**config.mk**
```make
export PLATFORM = sky130hd
export DESIGN_NAME = alu_ctrl_decoder_flat
export DESIGN_NICKNAME = d
export VERILOG_FILES = /design/src/rtl/alu_ctrl_decoder_if.sv /design/src/rtl/alu_ctrl_decoder.sv /design/src/flat_wrapper.sv
export SDC_FILE = /design/constraint.sdc
export NUM_CORES = 1
export LEC_CHECK = 0
export ABC_AREA = 1
export CAP_MARGIN = 20
export CORE_ASPECT_RATIO = 1.1
export CORE_MARGIN = 2
export CORE_UTILIZATION = 35
export CTS_BUF_LIST = sky130_fd_sc_hd__clkbuf_2
export DETAILED_ROUTE_END_ITERATION = 8
export DONT_BUFFER_PORTS = 1
export PLACE_DENSITY = 0.46
export SLEW_MARGIN = 15
export SYNTH_ARGS = -nofsm -noshare
export SYNTH_HDL_FRONTEND = slang
export SYNTH_SLANG_ARGS = --single-unit
```
**constraint.sdc**
```tcl
create_clock -name clk_i -period 2.6 [get_ports clk_i]
set_input_delay 0.39 -clock clk_i [delete_from_list [all_inputs] [get_ports clk_i]]
set_output_delay 0.39 -clock clk_i [all_outputs]
set_load 0.02 [all_outputs]
```
**src/rtl/alu_ctrl_decoder_if.sv**
```systemverilog
// Handshake bundle between the instruction decoder, the ALU-control block and the ALU datapath.
// The slave modport is the ALU-control block; the master modport is the surrounding pipeline.
interface alu_ctrl_decoder_if #(
  parameter int TAG_W = 5
);
  logic             in_valid_i;
  logic             in_ready_o;
  logic [1:0]       alu_op_i;
  logic [2:0]       funct3_i;
  logic             funct7b5_i;
  logic [TAG_W-1:0] tag_i;
  logic             out_valid_o;
  logic             out_ready_i;
  logic [3:0]       alu_sel_o;
  logic             illegal_o;
  logic [TAG_W-1:0] tag_o;
  logic [7:0]       illegal_cnt_o;

  modport slave (
    input  in_valid_i, alu_op_i, funct3_i, funct7b5_i, tag_i, out_ready_i,
    output in_ready_o, out_valid_o, alu_sel_o, illegal_o, tag_o, illegal_cnt_o
  );

  modport master (
    output in_valid_i, alu_op_i, funct3_i, funct7b5_i, tag_i, out_ready_i,
    input  in_ready_o, out_valid_o, alu_sel_o, illegal_o, tag_o, illegal_cnt_o
  );
endinterface

```
**src/rtl/alu_ctrl_decoder.sv**
```systemverilog
// ALU-control decoder: maps main-control class plus funct3/funct7b5 to an ALU select code,
// behind a one-cycle output register with a single skid entry so in_ready never depends on out_ready.
module alu_ctrl_decoder #(
  parameter int TAG_W = 5
) (
  input logic                 clk_i,
  input logic                 rst_i,
  alu_ctrl_decoder_if.slave   bus
);
  localparam logic [3:0] SEL_AND = 4'b0000;
  localparam logic [3:0] SEL_OR  = 4'b0001;
  localparam logic [3:0] SEL_ADD = 4'b0010;
  localparam logic [3:0] SEL_SUB = 4'b0110;
  localparam logic [3:0] SEL_ILL = 4'b1111;

  logic [3:0]       w_sel;
  logic             w_illegal;
  logic             w_accept;
  logic             w_consume;

  logic             r_out_valid;
  logic [3:0]       r_out_sel;
  logic             r_out_ill;
  logic [TAG_W-1:0] r_out_tag;
  logic             r_skid_valid;
  logic [3:0]       r_skid_sel;
  logic             r_skid_ill;
  logic [TAG_W-1:0] r_skid_tag;
  logic [7:0]       r_ill_cnt;

  // NOTE: every output of a combinational block gets a default first, so no path leaves it unassigned and no latch is inferred.
  always_comb begin
    w_sel     = SEL_ILL;
    w_illegal = 1'b1;
    unique case (bus.alu_op_i)
      2'b00: begin w_sel = SEL_ADD; w_illegal = 1'b0; end
      2'b01: begin w_sel = SEL_SUB; w_illegal = 1'b0; end
      2'b10, 2'b11: begin
        case (bus.funct3_i)
          3'b000: begin
            // funct7b5 selects SUB only for R-type; for I-type it is part of the immediate.
            w_sel     = (bus.alu_op_i == 2'b10 && bus.funct7b5_i) ? SEL_SUB : SEL_ADD;
            w_illegal = 1'b0;
          end
          3'b111:  begin w_sel = SEL_AND; w_illegal = 1'b0; end
          3'b110:  begin w_sel = SEL_OR;  w_illegal = 1'b0; end
          default: begin w_sel = SEL_ILL; w_illegal = 1'b1; end
        endcase
      end
      default: begin w_sel = SEL_ILL; w_illegal = 1'b1; end
    endcase
  end

  assign w_accept  = bus.in_valid_i && !r_skid_valid;
  assign w_consume = r_out_valid && bus.out_ready_i;

  // NOTE: state registers use non-blocking assignments so every flop samples pre-edge values, independent of statement order.
  always_ff @(posedge clk_i or posedge rst_i) begin
    if (rst_i) begin
      r_out_valid  <= 1'b0;
      r_out_sel    <= 4'b0000;
      r_out_ill    <= 1'b0;
      r_out_tag    <= '0;
      r_skid_valid <= 1'b0;
      r_skid_sel   <= 4'b0000;
      r_skid_ill   <= 1'b0;
      r_skid_tag   <= '0;
      r_ill_cnt    <= 8'd0;
    end else begin
      if (w_consume) begin
        if (r_skid_valid) begin
          // Skid drains first; no accept can coincide since in_ready is low while skid is full.
          r_out_sel    <= r_skid_sel;
          r_out_ill    <= r_skid_ill;
          r_out_tag    <= r_skid_tag;
          r_skid_valid <= 1'b0;
        end else if (w_accept) begin
          r_out_sel <= w_sel;
          r_out_ill <= w_illegal;
          r_out_tag <= bus.tag_i;
        end else begin
          r_out_valid <= 1'b0;
        end
      end else if (w_accept) begin
        if (!r_out_valid) begin
          r_out_valid <= 1'b1;
          r_out_sel   <= w_sel;
          r_out_ill   <= w_illegal;
          r_out_tag   <= bus.tag_i;
        end else begin
          r_skid_valid <= 1'b1;
          r_skid_sel   <= w_sel;
          r_skid_ill   <= w_illegal;
          r_skid_tag   <= bus.tag_i;
        end
      end

      if (w_consume && r_out_ill && r_ill_cnt != 8'hFF) begin
        r_ill_cnt <= r_ill_cnt + 8'd1;
      end
    end
  end

  assign bus.in_ready_o    = !r_skid_valid;
  assign bus.out_valid_o   = r_out_valid;
  assign bus.alu_sel_o     = r_out_sel;
  assign bus.illegal_o     = r_out_ill;
  assign bus.tag_o         = r_out_tag;
  assign bus.illegal_cnt_o = r_ill_cnt;
endmodule

```
**src/flat_wrapper.sv**
```systemverilog
// flat-port wrapper written by rule: the top's interface ports become plain ports
module alu_ctrl_decoder_flat 
#(
  parameter int TAG_W = 5
)
  (clk_i, rst_i, bus_in_valid_i, bus_alu_op_i, bus_funct3_i, bus_funct7b5_i, bus_tag_i, bus_out_ready_i, bus_in_ready_o, bus_out_valid_o, bus_alu_sel_o, bus_illegal_o, bus_tag_o, bus_illegal_cnt_o);
  alu_ctrl_decoder_if #(.TAG_W(TAG_W)) bus_i ();
  input logic clk_i;
  input logic rst_i;
  input wire logic [$bits(bus_i.in_valid_i)-1:0] bus_in_valid_i;
  input wire logic [$bits(bus_i.alu_op_i)-1:0] bus_alu_op_i;
  input wire logic [$bits(bus_i.funct3_i)-1:0] bus_funct3_i;
  input wire logic [$bits(bus_i.funct7b5_i)-1:0] bus_funct7b5_i;
  input wire logic [$bits(bus_i.tag_i)-1:0] bus_tag_i;
  input wire logic [$bits(bus_i.out_ready_i)-1:0] bus_out_ready_i;
  output wire logic [$bits(bus_i.in_ready_o)-1:0] bus_in_ready_o;
  output wire logic [$bits(bus_i.out_valid_o)-1:0] bus_out_valid_o;
  output wire logic [$bits(bus_i.alu_sel_o)-1:0] bus_alu_sel_o;
  output wire logic [$bits(bus_i.illegal_o)-1:0] bus_illegal_o;
  output wire logic [$bits(bus_i.tag_o)-1:0] bus_tag_o;
  output wire logic [$bits(bus_i.illegal_cnt_o)-1:0] bus_illegal_cnt_o;
  assign bus_i.in_valid_i = bus_in_valid_i;
  assign bus_i.alu_op_i = bus_alu_op_i;
  assign bus_i.funct3_i = bus_funct3_i;
  assign bus_i.funct7b5_i = bus_funct7b5_i;
  assign bus_i.tag_i = bus_tag_i;
  assign bus_i.out_ready_i = bus_out_ready_i;
  assign bus_in_ready_o = bus_i.in_ready_o;
  assign bus_out_valid_o = bus_i.out_valid_o;
  assign bus_alu_sel_o = bus_i.alu_sel_o;
  assign bus_illegal_o = bus_i.illegal_o;
  assign bus_tag_o = bus_i.tag_o;
  assign bus_illegal_cnt_o = bus_i.illegal_cnt_o;
  alu_ctrl_decoder #(.TAG_W(TAG_W)) u_core (.clk_i(clk_i), .rst_i(rst_i), .bus(bus_i));
endmodule
```
# After elaboration in Yosys (flattened, before gate mapping)
# Cells that the tools add are included.
# word_totals
reg_bits	30
wordCells	65
# classes
n_addsub	1
eq_ne	9
mux	27
bitwise_logic	1
reduce_logical	18
# op_table
op	n
5-bit two-way mux	5
4-bit case mux with 3 select lines	2
4-bit two-way mux	5
1-bit two-way mux	13
3-bit AND reduction	3
8-bit by 1-bit adder with 8-bit output, second input constant	1
8-bit != test, second input constant	1
3-bit == test, second input constant	2
2-bit nonzero test	3
1-bit logical AND	5
2-bit == test, second input constant	2
2-bit != test, second input constant	2
2-bit OR reduction	2
3-bit logical NOT	1
3-bit two-way mux	1
3-bit OR reduction	1
2-bit by 1-bit == test with 1-bit output, second input constant	1
2-bit logical NOT	1
2-bit by 1-bit != test with 1-bit output, second input constant	1
1-bit case mux with 2 select lines	1
2-bit AND reduction	1
1-bit logical NOT	1
1-bit inverter	1

# Longest topological paths before layout
# logic_depth
ltp_word	8
ltp_mapped	9

# Least setup slack after synthesis
# Ideal clock, no wire load.
# synth_path
kind	reg2reg
start	register u_core.r_skid_valid
end	register u_core.r_out_tag[4], in the netlist u_core.bus.tag_o[4]
arrival_time_ns	1.513
required_time_ns	2.535
path_slack_ns	1.023
path_stages_with_launch	10
synth_period_minus_slack_ns	1.577
cell_sequence	dfrtp_1 -> inv_1 -> nand2_1 -> ha_1 -> nor2_1 -> nand2_2 -> buf_4 -> a21oi_2 -> o21ai_1 -> nand2_1
# synth_between
elab_chain_cells	4
# synth_lines
item	line_no	source
start: declaration	alu_ctrl_decoder.sv:25	logic r_skid_valid;
start signal: assignment	alu_ctrl_decoder.sv:64	r_skid_valid <= 1'b0;
start signal: assignment	alu_ctrl_decoder.sv:76	r_skid_valid <= 1'b0;
start signal: assignment	alu_ctrl_decoder.sv:91	r_skid_valid <= 1'b1;
1-bit logical NOT (*)	n/a	
via bus_in_ready_o	flat_wrapper.sv:16	output wire logic [$bits(bus_i.in_ready_o)-1:0] bus_in_ready_o;
1-bit logical AND (*)	alu_ctrl_decoder.sv:54	assign w_accept = bus.in_valid_i && !r_skid_valid;
2-bit nonzero test (no source line)	n/a	
3-bit AND reduction (no source line) (*)	n/a	
end signal: assignment	alu_ctrl_decoder.sv:75	r_out_tag <= r_skid_tag;
end signal: assignment	alu_ctrl_decoder.sv:80	r_out_tag <= bus.tag_i;
end signal: assignment	alu_ctrl_decoder.sv:89	r_out_tag <= bus.tag_i;
end: declaration	alu_ctrl_decoder.sv:24	logic [TAG_W-1:0] r_out_tag;
# Mark *: on every way through the listed nets, which the timed path passes. The rest lies on a longest branch.
# A chain may end at the register's enable or synchronous reset.

# Final worst setup path
# layout_path
start	register u_core.r_skid_valid
end	register u_core.r_out_sel[1], in the netlist u_core.bus.alu_sel_o[1]
# layout_between
elab_chain_cells	4
# layout_lines
item	line_no	source
1-bit logical NOT (*)	n/a	
via bus_in_ready_o	flat_wrapper.sv:16	
1-bit logical AND (*)	alu_ctrl_decoder.sv:54	
2-bit nonzero test (no source line)	n/a	
3-bit AND reduction (no source line) (*)	n/a	
end signal: assignment	alu_ctrl_decoder.sv:73	r_out_sel <= r_skid_sel;
end signal: assignment	alu_ctrl_decoder.sv:78	r_out_sel <= w_sel;
end signal: assignment	alu_ctrl_decoder.sv:87	r_out_sel <= w_sel;
end: declaration	alu_ctrl_decoder.sv:22	logic [3:0] r_out_sel;
# Marked as above.

==> metrics.md <==
| Metric | Value |
|---|---|
| Outcome | completed |
| Critical path class | reg2reg |
| Final period util | 70.59% |
| Hold Vio Cnt, Final | 0 |
| Post-Synth Adder-Cell Area | 2.479% |
| Setup Buffers After CTS | 0 |
| Iteration count of the initial detailed-routing pass | 4 |
| Area delta synth->final | 6.447% |
| Number of synthesized flops with an enable pin | 0 |
| Initial DRC count | 45 |
| Cell Pwr Density | 1042 nW/um^2 |
| Crit path DAT | 2.12 ns |
| Largest family of logic cells by synthesized area | simple AND/OR/NAND/NOR gates |
| Share of layout cells above drive strength 1 | 7.960% |
| I/O pin total | 35 |
| Synth Area in Simple Gates | 25.95% |
| Least-Margin Pin Slew | 0.4689 ns |
| GP Congestion | 0.7241 |
| RSZ-0062 raised after global routing | false |
| Final Critical Period | 1.835 ns |
| Flops & latches, synth | 30 |
| Die span in x | 66.71 um |
| Placed insts | 247 |
| Asr flop ratio synth | 100.0% |
| Rows | 25 |
| # setup viols final | 0 |
| Max-cap violation count | 0 |
| Mapped Cells | 195 |
| Via/cell ratio | 4.671 |
| Leak | 0.8972 nW |
| Startpoint type of the worst setup path | flop |
| Max VDD drop | 0.4165 mV |
| Gr usage total | 14.35% |
| Worst-path maximum fanout | 19 |
| Netlist Area Pre-Place | 1514 um^2 |
| Clk pin slew, worst setup/hold paths | 0.15 ns |
| CTS HTree Levels | 2 |
| CP endpoint kind | flop |
| Hold Slack | 0.1943 ns |
| Vias in the first global route | 1,161 |
| Netlist cell types | 24 |
| Net Count, Synth | 213 |
| GRT overflow | 0 |
| Via count | 1,191 |
| Initial Util | 35.85% |
| Core area | 4223 um^2 |
| Nets@finish | 219 |
| Detailed-route DRC error count | 0 |
| Pin count of the biggest net entering global routing | 31 |
| Most frequent cell after synthesis | nand2_1 |
| Top cells by count, synth | nand2_1, dfrtp_1, inv_1 |
| TritonCTS clock tree | built |
| DR WL/cell | 11.98 um |
| Remaining antenna violation count after routing | 0 |
| N_diodes | 0 |
| Syn Area/Cell | 7.764 um^2 |
| Fraction of synthesized area in multiplexers | 0% |
| Final TNS setup | 0 ns |
| Fmax | 544.8 MHz |
| Synth Warn # | 0 |
| Clock Skews | 0.009210 ns |
| Die area | 4869 um^2 |
| Final WS setup | 0.7645 ns |
| Port bufs | 0 |
| Clock Latency Late Sink | 0.35 ns |
| Place WS | 0.7668 ns |
| Rel. slew slack | 68.66% |
| Placed wire-length estimate | 2206 um |
| Ys flop type | dfrtp_1 |
| Num CTS Buffers | 5 |
| Yosys top cell area share | 49.59% |
| Synth Area in Compound Gates | 10.41% |
| Post-Synth XOR/XNOR Area | 2.893% |
| Post-CTS resize count | 0 |
| Library cell with the largest summed area after synthesis | dfrtp_1 |
| Clock Path Buffers | 2 |
| Final cell count without fillers | 255 |
| First-pass GRT wire length | 5154 um |
| Initial antenna violation count | 0 |
| Sequential share of the synthesized area | 49.59% |
| HP Class | in2reg |
| Die H | 72.98 um |
| Cts hold-fix bufs | 1 |
| Critical path data required time | 2.89 ns |
| Synth top area cells | dfrtp_1, nand2_1, inv_1, o21ai_0, nor2_1 |
| Root Buffer | clkbuf_2 |
| Post-Route WL | 3054 um |
| Final Max Tran Viols | 0 |
| CTS sink count | 30 |
==> final cells by class <==
class / instances / area [um^2]
Clock buffer: 7 / 35.03
Fill cell: 454 / 2611
Inverter: 29 / 108.9
Multi-Input combinational cell: 133 / 631.9
Sequential cell: 30 / 750.7
Tap cell: 54 / 67.56
Timing Repair Buffer: 2 / 17.52
==> final timing paths <==
path                                      start  depth (start not counted)                       to  slack, ns
max reg2reg                 u_core.r_skid_valid                          8  u_core.bus.alu_sel_o[1]       0.76
min reg2reg                u_core.r_skid_tag[2]                          2     u_core.r_skid_tag[2]       0.50
max                         u_core.r_skid_valid                          8  u_core.bus.alu_sel_o[1]       0.76
max in group asynchronous                 rst_i                          3     u_core.r_skid_tag[3]       1.78
min in group asynchronous                 rst_i                          3      u_core.bus.tag_o[2]       0.53
min                                bus_tag_i[0]                          2     u_core.r_skid_tag[0]       0.19
==> through the flow <==
stage / total power [mW] / area (um^2) / utilization [%]
3_5_place_dp: 1.479 / 1567 / 37.10
4_1_cts: 1.706 / 1612 / 38.16
6_report: 1.679 / 1612 / 38.16
5_1_grt: 1.842 / 1612 / 38.16
3_3_place_gp: 1.449 / 1567 / 37.10
2_1_floorplan: 1.353 / 1514 / -
==> kinds of logic after synthesis <==
group | after synthesis
AOI/OAI and AO/OA | 29
xor gates and xnor gates | 5
adders and majority gates | 3
buffers and inverters | 32
DFF | 30
and+or+nand+nor | 96
==> layout by cell type (no fill, tap or decap) <==
cell type and instances:
a21boi_0 2, a21oi_1 7, a21oi_2 1, a31oi_1 1
buf_4 1, clkbuf_2 7, dfrtp_1 30, dlygate4sd3_1 1
ha_1 3, inv_1 27, inv_2 2, nand2_1 68
nand2_2 3, nand3_1 8, nand4_1 1, nor2_1 12
nor2_2 1, nor2_4 1, nor3_1 2, o211ai_1 1
o21ai_0 16, o21ai_1 1, xnor2_1 2, xor2_1 3
==> routing by layer <==
| layer | share of wire (%) | up-vias | global-route usage (%) |
|---|---|---|---|
| met3 | 6.3 | 6 | 6.173 |
| li1 | - | 614 | - |
| met2 | 48 | 32 | 22.56 |
| met5 | 0 | - | 0 |
| met1 | 44 | 539 | 17.11 |
| met4 | 2.0 | 0 | 6.122 |
==> registers in the layout, summed over array words and instances, names as in the netlist <==
signal,flops
u_core.bus.alu_sel_o,4
u_core.bus.illegal_cnt_o,8
u_core.bus.illegal_o,1
u_core.bus.out_valid_o,1
u_core.bus.tag_o,5
u_core.r_skid_ill,1
u_core.r_skid_sel,4
u_core.r_skid_tag,5
u_core.r_skid_valid,1
==> report_power, final <==
| part | internal [mW] | leakage, nW | switching (mW) |
|---|---|---|---|
| Clock | 0.0701 | 0.0291 | 0.155 |
| Combinational | 0.176 | 0.500 | 0.315 |
| Sequential | 0.659 | 0.368 | 0.304 |
==> critical path, cell delays in order (launching register included) <==
cell and delay [ns]:
dfrtp_1 0.43, inv_1 0.25, nand2_1 0.12, ha_1 0.23
nor2_1 0.13, nand2_2 0.23, inv_1 0.14, o21ai_0 0.09
o21ai_0 0.14
(Power assumes the default switching activity.)
